--- src/rtl/rx_byte_store.sv ---
// rx_byte_store: circular DEPTH x 8 byte store between uart_rx and its consumer (RX_FRAME_ERR_EN adds frame_err/err_cnt).
// Latency: rd_data/rd_valid one cycle after an accepted rd_en; msg_done one cycle after a stored TERM_BYTE.
// Backpressure: none toward the receiver; bytes arriving while full are dropped and flagged in sticky overrun.
module rx_byte_store #(
    parameter int         DEPTH     = 8,
    parameter logic [7:0] TERM_BYTE = 8'h0A,
    localparam int        CW        = $clog2(DEPTH + 1)
) (
    input  logic          clk,
    input  logic          rst_n,
    input  logic          rx_valid,
    input  logic [7:0]    rx_data,
`ifdef RX_FRAME_ERR_EN
    input  logic          frame_err,
`endif
    input  logic          rd_en,
    output logic [7:0]    rd_data,
    output logic          rd_valid,
    output logic          empty,
    output logic          full,
    output logic [CW-1:0] count,
    output logic          overrun,
    input  logic          clr_ovr,
`ifdef RX_FRAME_ERR_EN
    output logic [7:0]    err_cnt,
`endif
    output logic          msg_done
);

    localparam int PW = $clog2(DEPTH);

    logic [7:0]    mem [DEPTH];
    logic [PW-1:0] wr_ptr;
    logic [PW-1:0] rd_ptr;
    logic          bad_byte;
    logic          wr_acc;
    logic          wr_drop;
    logic          rd_acc;

`ifdef RX_FRAME_ERR_EN
    assign bad_byte = rx_valid & frame_err;
`else
    assign bad_byte = 1'b0;
`endif

    // A full store drops the incoming byte even when a read frees a slot this cycle.
    assign wr_acc  = rx_valid & ~bad_byte & ~full;
    assign wr_drop = rx_valid & ~bad_byte & full;
    assign rd_acc  = rd_en & ~empty;

    assign empty = (count == '0);
    assign full  = (count == CW'(DEPTH));

    // DEPTH need not be a power of two, so wrap explicitly.
    function automatic logic [PW-1:0] ptr_inc(input logic [PW-1:0] p);
        return (p == PW'(DEPTH - 1)) ? '0 : p + PW'(1);
    endfunction

    always_ff @(posedge clk) begin
        if (wr_acc) begin
            mem[wr_ptr] <= rx_data;
        end
    end

    always_ff @(posedge clk or negedge rst_n) begin
        if (!rst_n) begin
            wr_ptr   <= '0;
            rd_ptr   <= '0;
            count    <= '0;
            rd_data  <= '0;
            rd_valid <= 1'b0;
            overrun  <= 1'b0;
            msg_done <= 1'b0;
        end else begin
            if (wr_acc) begin
                wr_ptr <= ptr_inc(wr_ptr);
            end
            if (rd_acc) begin
                rd_ptr  <= ptr_inc(rd_ptr);
                rd_data <= mem[rd_ptr];
            end
            rd_valid <= rd_acc;
            case ({wr_acc, rd_acc})
                2'b10:   count <= count + CW'(1);
                2'b01:   count <= count - CW'(1);
                default: count <= count;
            endcase
            msg_done <= wr_acc && (rx_data == TERM_BYTE);
            if (wr_drop) begin
                overrun <= 1'b1;
            end else if (clr_ovr) begin
                overrun <= 1'b0;
            end
        end
    end

`ifdef RX_FRAME_ERR_EN
    always_ff @(posedge clk or negedge rst_n) begin
        if (!rst_n) begin
            err_cnt <= '0;
        end else if (bad_byte && (err_cnt != 8'hFF)) begin
            err_cnt <= err_cnt + 8'd1;
        end
    end
`endif

endmodule

--- config.mk ---
export PLATFORM = sky130hd
export DESIGN_NAME = rx_byte_store
export DESIGN_NICKNAME = d
export VERILOG_FILES = /design/src/rtl/rx_byte_store.sv
export SDC_FILE = /design/constraint.sdc
export NUM_CORES = 1
export LEC_CHECK = 0
export CAP_MARGIN = 5
export CORE_MARGIN = 2
export CORE_UTILIZATION = 64
export CTS_BUF_LIST = sky130_fd_sc_hd__clkbuf_2 sky130_fd_sc_hd__clkbuf_4 sky130_fd_sc_hd__clkbuf_8
export CTS_CLUSTER_DIAMETER = 60
export DETAILED_ROUTE_END_ITERATION = 8
export PLACE_DENSITY = 0.87
export SYNTH_ARGS = -nofsm -noshare
export SYNTH_HDL_FRONTEND = slang
export SYNTH_SLANG_ARGS = --single-unit
--- constraint.sdc ---
create_clock -name clk -period 6.8 [get_ports clk]
set_input_delay 1.36 -clock clk [delete_from_list [all_inputs] [get_ports clk]]
set_output_delay 1.36 -clock clk [all_outputs]
set_load 0.005 [all_outputs]
==> impl_results.md, run 1 <==
* Outcome: finished clean
* Internal power at 1.13 mW
* Nets@finish at 281
* Ys async rst share at 24.7%
* Post-synth EDFFs at 64
* Vias/cell at 5.75
* Max rail drop VDD at 0.265 mV
* Via Count at 1,939
* CTS clk-pin slew, worst paths at 80 ps
* Comb pwr share at 33.7%
* Share of cells above drive strength 1 at 10.9%
* Cts hold-fix bufs at 0
* R2R setup slack at 3690 ps
* Top_reg_cell synth: edfxtp_1
* Most common cell in the netlist: edfxtp_1
* Placeable Area at 5440 um2
* Switching power at 523 uW
* Residual DRC at 0
* Full die area at 6170 um2
* Synth cell types at 37
* Netlist Area Pre-Place at 3560 um2
* Slew HR at 17.3%
* CP Data Arrival Time at 3800 ps
* Area share of the largest cell type after synthesis at 54.0%
* Final setup vio count at 0
* Clock root buffer: clkbuf_8
* Rows at 27
* Initial Utilization at 65.4%
* Worst R2R Path Depth at 8
* Final period util at 52.8%
* Worst-path cell chain: clkdlybuf4s50_1 -> nand2b_1 -> inv_1 -> ha_1 -> ha_1 -> a21oi_1 -> o21ai_0 -> o311ai_0
* CP max stage delay at 500 ps
* PostCTS Resize Cnt at 0
* Reg power frac at 45.6%
* Yosys warns at 0
* Max clock buf depth at 2
* Total power at 1.65 mW
* Top post-synthesis cells by area: edfxtp_1 54%, dfrtp_1 15%, mux2i_1 4.8%
* Worst r2r dst: count[3]
* Synth Area per Inst at 15.8 um2
* Crit. Startpoint: rd_en
* Max Clk Rate at 0.278 GHz
* DR WL/cell at 17.1 um
* Ant diodes at 0
* First-pass GRT wire length at 9520 um
* CTS Sinks at 85
* # IOs at 30
* Area occupied by multi-input gates at 992 um2
* Bufs and invs on worst path at 2
* Fin. max-slew vios at 0
* CP Data Required Time at 7010 ps
* Unrepaired setup endpoints after global routing: false
* Top cells by count, synth: 64 x edfxtp_1, 21 x dfrtp_1, 17 x mux2i_1
* GRT Residual Overflow at 0
* Seq cells post-synth at 85
* PD cells at 405 nW/um2
* Synth Net Count at 247
* CP Capture Type: flop
* Worst Hold Depth at 2
* Classification of the worst setup path: input pin to flop
* Largest net degree at the start of global routing at 36
* Routability cong. at 0.751
* Cell mode on critical path: ha_1
* Synth Instances at 226
* Sequential share of the synthesized area at 68.8%
* CTS tree: done
* H-Tree Level Count at 3
* Reg area at 2450 um2
* Die W at 78.6 um
* Number of routed nets with antenna violations at 0
* DP HPWL at 3890 um
* Slowest-stage cell, CP: nand2b_1
* HP Class: flop to flop
* Hold Slack at 491 ps
* Hold Vio Cnt, Final at 0
* CP top delay family: compound AO/OA/AOI/OAI gates
* Worst Path Max Fanout at 21
* Switch share at 31.7%
* Total track usage at 21.0%
* Post-layout minimum cycle time at 3590 ps
* Worst r2r src: count[3]
* Clk_lat worst skew at 340 ps
* Area grow syn2layout at 14.4%
* Post-Place Setup Slack at 2850 ps
* Filler instances at 334
* HP Start: rd_data[1]
* Synth area leader: edfxtp_1
* Worst-margin pin slew at 1230 ps
* Drt total wl at 5770 um
* Clock skew at 6.77 ps
* Post-CTS Setup Inserts at 0
* Initial antenna violation count at 0
* Crit start category: input pin
* CTS buffer count at 9
* Chip Height at 78.6 um
* PnR worst setup slack at 3210 ps
* Vias in the first global route at 1,894
* Initial drt markers at 176
* Buffers on Ports at 29
* DRT Pass-1 Iters at 4
* Clk pwr share at 20.7%
* Leakage at 1.48 nW
* WHS Endpoint: rd_data[1]
* Fin Setup TNS at 0 ps
* Max-Cap Viols at 0
## tightest hold or removal path: stages, from the launching register on
cell and delay (ps):
dfrtp_1 350, nand2_1 50, o21ai_1 60
## metrics by stage
stage | cell area [um2] | utilization [%] | cells
after global routing | 4070 | 74.9 | 337
after detailed placement | 3880 | 71.3 | 321
after floorplan | 3560 | - | 226
after global placement | 3880 | 71.3 | 321
final | 4070 | 74.9 | 337
after CTS | 4070 | 74.9 | 337
## logic make-up (layout without fill, tap and decap cells)
group	Yosys count	in the layout	synth area share, %
xor gates and xnor gates	2	2	0.492
muxes	36	36	10.8
adders and majority gates	8	8	3.02
and+or+nand+nor	45	45	7.17
DFF	85	85	68.8
AOI/OAI and AO/OA	33	33	6.40
buffers and inverters	17	56	3.37
## layer usage
| metal | wire [um] | part of all wire (%) | up-vias | global-route usage [%] |
|---|---|---|---|---|
| met2 | 2860 | 50 | 49 | 32.9 |
| met5 | 0 | 0 | - | 0 |
| met4 | 23 | 0.40 | 0 | 9.47 |
| li1 | - | - | 929 | - |
| met3 | 260 | 4.5 | 2 | 3.45 |
| met1 | 2620 | 45 | 959 | 29.2 |
## sequential cells by signal, summed over array words and instances, names as in the netlist
name      flops
rd_ptr        3
mem          64
wr_ptr        3
rd_data       8
count         4
msg_done      1
overrun       1
rd_valid      1
## cells in the final DEF (no fill, tap or decap)
cell and instances:
a21o_1 2, a21oi_1 1, a221o_1 8, buf_4 4, bufinv_16 1, clkbuf_4 1
clkbuf_8 9, clkdlybuf4s50_1 29, clkinv_2 2, clkinv_4 1, clkinvlp_4 2, dfrtp_1 21
edfxtp_1 64, fa_1 1, ha_1 7, inv_1 7, mux2_1 13, mux2_2 6
mux2i_1 17, nand2_1 15, nand2b_1 7, nand3b_1 1, nand4b_1 1, nor2_1 5
nor2b_1 1, nor3_1 7, nor3b_1 1, nor4_1 3, nor4_2 1, nor4b_4 1
nor4bb_1 1, o21ai_0 4, o21ai_1 8, o21ai_2 1, o22ai_1 8, o311ai_0 1
or3_1 1, xnor2_1 1, xor2_1 1
## how the worst max path moves through the flow
| stage | end | cells past startpoint |
|---|---|---|
| floorplan | count[3] | 8 |
| global placement | count[3] | 8 |
| detailed placement | count[3] | 8 |
| CTS | count[3] | 8 |
| global route | count[3] | 8 |
| finish | count[3] | 8 |
## power by group through the flow
| stage | Sequential [mW] | Clock [mW] | Combinational (mW) |
|---|---|---|---|
| detailed placement | 0.764 | 0 | 0.561 |
| global route | 0.767 | 0.376 | 0.619 |
| floorplan | 0.753 | 0 | 0.400 |
| global placement | 0.757 | 0 | 0.541 |
| finish | 0.752 | 0.342 | 0.557 |
| CTS | 0.753 | 0.348 | 0.563 |
## cell type report
type                       instances  share of cell area, %
clock buffer                      10                   3.23
tap                               72                   2.21
inverter                           7                  0.645
multi-input combinational        124                   24.4
timing repair buffer              33                   7.87
sequential                        85                   60.1
clock inverter                     6                   1.57
Power figures use the tool's default switching activity.
==> run 2, diff against run 1 <==
--- a/config.mk
+++ b/config.mk
@@ -7,11 +7,11 @@
 export LEC_CHECK = 0
 export CAP_MARGIN = 5
 export CORE_MARGIN = 2
-export CORE_UTILIZATION = 64
+export CORE_UTILIZATION = 60
 export CTS_BUF_LIST = sky130_fd_sc_hd__clkbuf_2 sky130_fd_sc_hd__clkbuf_4 sky130_fd_sc_hd__clkbuf_8
 export CTS_CLUSTER_DIAMETER = 60
 export DETAILED_ROUTE_END_ITERATION = 8
-export PLACE_DENSITY = 0.87
+export PLACE_DENSITY = 0.82
 export SYNTH_ARGS = -nofsm -noshare
 export SYNTH_HDL_FRONTEND = slang
 export SYNTH_SLANG_ARGS = --single-unit
==> constraint.sdc (replaced) <==
create_clock -name clk -period 3.7 [get_ports clk]
set_input_delay 0.74 -clock clk [delete_from_list [all_inputs] [get_ports clk]]
set_output_delay 0.74 -clock clk [all_outputs]
set_load 0.005 [all_outputs]
==> impl_results.md, run 2 (synthesized netlist as in run 1, its figures left out) <==
* Outcome: finished clean
* Total track usage at 20.3%
* DR WL/cell at 18.0 um
* Die W at 81.0 um
* Worst Hold Depth at 2
* Initial Utilization at 61.2%
* Total power at 3.08 mW
* Area grow syn2layout at 15.4%
* HP Class: flop to flop
* Initial drt markers at 145
* Rows at 28
* Max-Cap Viols at 0
* Slew HR at 38.5%
* Post-CTS Setup Inserts at 0
* DP HPWL at 4210 um
* Unrepaired setup endpoints after global routing: false
* Max rail drop VDD at 0.380 mV
* Post-Place Setup Slack at 746 ps
* H-Tree Level Count at 3
* Cts hold-fix bufs at 0
* GRT Residual Overflow at 0
* Commonest non-fill, non-tap cells in the layout: 64 x edfxtp_1, 29 x clkdlybuf4s50_1, 21 x dfrtp_1
* Most flops, register: mem
* Hold Vio Cnt, Final at 0
* Largest net degree at the start of global routing at 22
* Classification of the worst setup path: flop to flop
* Max clock buf depth at 2
* Filler instances at 412
* Cell mode on critical path: ha_1
* Placed Instance Area at 3910 um2
* Reg area at 2450 um2
* Vias in the first global route at 1,841
* # IOs at 30
* CTS Sinks at 85
* PnR worst setup slack at 1060 ps
* Clock root buffer: clkbuf_8
* CTS buffer count at 9
* Max Clk Rate at 0.379 GHz
* Worst Path Max Fanout at 11
* Crit start category: flop
* Commonest non-fill, non-tap cell in the layout: edfxtp_1
* Fin Setup TNS at 0 ps
* DRT Pass-1 Iters at 4
* Leakage at 1.50 nW
* Area occupied by multi-input gates at 992 um2
* Final period util at 71.3%
* Vias/cell at 5.71
* Share of cells above drive strength 1 at 11.9%
* Slowest-stage cell, CP: dfrtp_1
* PD cells at 751 nW/um2
* CTS clk-pin slew, worst paths at 80 ps
* Post-layout minimum cycle time at 2640 ps
* Drt total wl at 6190 um
* CTS tree: done
* Biggest regs: mem: 64 flops, rd_data: 8 flops, count: 4 flops
* Chip Height at 81.0 um
* Fin. max-slew vios at 0
* Nets@finish at 285
* Number of routed nets with antenna violations at 0
* Buffers on Ports at 29
* CP Capture Type: flop
* First-pass GRT wire length at 9200 um
* Post-Layout Cell Count at 344
* CP Data Required Time at 3950 ps
* Bufs and invs on worst path at 0
* Inst Count DP at 328
* CP Data Arrival Time at 2890 ps
* Worst R2R Path Depth at 7
* Worst-path cell chain: nor4b_4 -> nand2b_1 -> ha_1 -> ha_1 -> a21oi_1 -> o21ai_0 -> o311ai_0
* Full die area at 6570 um2
* Final Util at 70.6%
* Largest register FFs at 64
* Final Instance Area at 4110 um2
* Clk_lat worst skew at 360 ps
* Worst-margin pin slew at 919 ps
* CP max stage delay at 470 ps
* CP top delay family: simple AND/OR/NAND/NOR gates
* Residual DRC at 0
* Ant diodes at 0
* Initial antenna violation count at 0
* Final setup vio count at 0
* Worst path depth at 7
* Clock skew at 5.82 ps
* Hold Slack at 488 ps
* PostCTS Resize Cnt at 0
* Routability cong. at 0.756
* Via Count at 1,963
* Placeable Area at 5820 um2
[run 2: cell types whose count changed in the layout (fill, tap and decap cells not counted)]
cell and change:
clkinv_2 -2, clkinv_1 +1, buf_4 +4, clkinvlp_4 +1, clkinv_4 -1, clkbuf_4 -1
inv_6 +2
[run 2: cell type report]
| cell class | count | area share [%] |
|---|---|---|
| sequential | 85 | 59.6 |
| multi-input combinational | 124 | 24.2 |
| timing repair buffer | 37 | 8.53 |
| clock buffer | 9 | 3.02 |
| tap | 75 | 2.28 |
| clock inverter | 7 | 1.80 |
| inverter | 7 | 0.640 |
[run 2: per-layer routing]
metal	vias up	GRT usage (%)	routed length (um)
met5	-	0	0
met4	0	10.2	129
met3	12	3.67	246
met2	46	32.7	3140
met1	965	26.6	2680
li1	940	-	-
[run 2: path summary, 6_finish.rpt]
path                                  from          to  slack, ps
max in group asynchronous            rst_n   rd_ptr[2]       2240
worst min-delay path            rd_data[3]  rd_data[3]        490
min in group asynchronous            rst_n    count[0]        890
worst max register to register    count[2]    count[3]       1060
worst max-delay path              count[2]    count[3]       1060
worst min register to register  rd_data[3]  rd_data[3]        490
[run 2: where the power goes]
group          internal (mW)  switching [mW]
Combinational          0.525           0.489
Clock                  0.314           0.337
Sequential              1.24           0.179
[run 2: tightest hold or removal path: stages (launching register included)]
cell     delay [ps]
dfrtp_1         350
nand2_1          50
o21ai_1          60
==> run 3, diff against run 2 <==
==> constraint.sdc (replaced) <==
create_clock -name clk -period 2.55 [get_ports clk]
set_input_delay 0.51 -clock clk [delete_from_list [all_inputs] [get_ports clk]]
set_output_delay 0.51 -clock clk [all_outputs]
set_load 0.005 [all_outputs]
==> impl_results.md, run 3 (synthesized netlist as in run 1, its figures left out) <==
* Vias in the first global route at 1,918
* CTS buffer count at 9
* First-pass GRT wire length at 9830 um
* CP Data Arrival Time at 2500 ps
* Share of cells above drive strength 1 at 13.5%
* Nets@finish at 290
* CTS tree: done
* Unrepaired setup endpoints after global routing: false
* Post-Layout Cell Count at 349
* Initial drt markers at 225
* Biggest regs: mem: 64 flops, rd_data: 8 flops, count: 4 flops
* Fin Setup TNS at 0 ps
* Initial antenna violation count at 0
* Post-layout minimum cycle time at 2260 ps
* Fin. max-slew vios at 0
* Clock skew at 8.27 ps
* Largest net degree at the start of global routing at 36
* Hold Vio Cnt, Final at 0
* Filler instances at 408
* Slew HR at 54.6%
* CTS clk-pin slew, worst paths at 80 ps
* CTS Sinks at 85
* Largest register FFs at 64
* Buffers on Ports at 29
* Final setup vio count at 0
* Area grow syn2layout at 16.7%
* Inst Count DP at 333
* Ant diodes at 0
* Cell mode on critical path: ha_1
* DP HPWL at 4130 um
* Max clock buf depth at 2
* Clock root buffer: clkbuf_8
* Drt total wl at 6150 um
* Max Clk Rate at 0.443 GHz
* Via Count at 2,023
* Full die area at 6570 um2
* Final Instance Area at 4160 um2
* H-Tree Level Count at 3
* Max-Cap Viols at 0
* GRT Residual Overflow at 0
* CP max stage delay at 460 ps
* Worst Path Max Fanout at 5
* Slowest-stage cell, CP: dfrtp_1
* Cts hold-fix bufs at 0
* Most flops, register: mem
* Number of routed nets with antenna violations at 0
* CP Data Required Time at 2800 ps
* Leakage at 1.53 nW
* Outcome: finished clean
* Commonest non-fill, non-tap cell in the layout: edfxtp_1
* Placeable Area at 5820 um2
* Total track usage at 21.2%
* # IOs at 30
* Placed Instance Area at 3960 um2
* Clk_lat worst skew at 350 ps
* Worst-margin pin slew at 680 ps
* Residual DRC at 0
* Classification of the worst setup path: flop to flop
* HP Class: input pin to async pin
* Die W at 81.0 um
* DR WL/cell at 17.6 um
* Routability cong. at 0.749
* DRT Pass-1 Iters at 4
* Vias/cell at 5.80
* PD cells at 1080 nW/um2
* Crit start category: flop
* Max rail drop VDD at 0.923 mV
* Chip Height at 81.0 um
* Worst-path cell chain: nor4_2 -> nand2b_1 -> inv_1 -> ha_1 -> ha_1 -> a21oi_1 -> o21ai_0 -> o311ai_1
* Rows at 28
* Commonest non-fill, non-tap cells in the layout: 64 x edfxtp_1, 29 x clkdlybuf4s50_1, 21 x dfrtp_1
* Reg area at 2450 um2
* CP Capture Type: flop
* Area occupied by multi-input gates at 992 um2
* Post-CTS Setup Inserts at 0
* Final period util at 88.4%
* Initial Utilization at 61.2%
-- run 3: area by class of cell --
type	count	share of cell area, %
inverter	7	0.632
sequential	85	58.9
tap	75	2.26
clock buffer	10	3.16
clock inverter	6	1.54
timing repair buffer	42	9.64
multi-input combinational	124	23.9
-- run 3: what timing repair did --
item                                    in CTS  in global routing
gates resized for setup                      0                  1
endpoints found under the hold margin        0                  0
endpoints found under the setup margin       0                  1
-- run 3: worst max-delay path: cells and delay by family, from the launching register on --
family | cells | cell delay, ps
fa+ha+maj | 2 | 490
compound gates | 3 | 660
flops | 1 | 460
buf+inv | 1 | 70
simple gates | 2 | 460
-- run 3: path summary, 6_finish.rpt --
path,from,to,slack [ps],depth (start not counted)
min reg2reg,rd_data[1],rd_data[1],490,2
max reg2reg,count[2],count[3],290,8
max,count[2],count[3],290,8
min in group clk,rd_data[1],rd_data[1],490,2
min,rst_n,msg_done,490,2
max in group asynchronous,rst_n,rd_ptr[1],1840,2
-- run 3: routing by layer --
layer  GRT usage (%)  routed length, um  vias up
met4            7.12                 61        0
met1            28.9               2700      996
met2            32.9               2990       71
met3            6.33                396        8
li1                -                  -      948
met5               0                  0        -
-- run 3: metrics by stage --
step	setup slack [ps]	total power, mW	hold slack, ps	util [%]
after floorplan	138	3.08	214	-
after global placement	213	3.53	462	68.1
after detailed placement	57.0	3.60	475	68.1
after CTS	219	4.52	490	71.5
after global routing	42.9	4.77	514	71.5
final	295	4.50	489	71.5
-- run 3: power breakdown --
part / switching, mW / total, mW / internal [mW]
combinational: 0.776 / 1.57 / 0.792
clock: 0.472 / 0.934 / 0.462
sequential: 0.199 / 2.00 / 1.80
total: 1.45 / 4.50 / 3.06
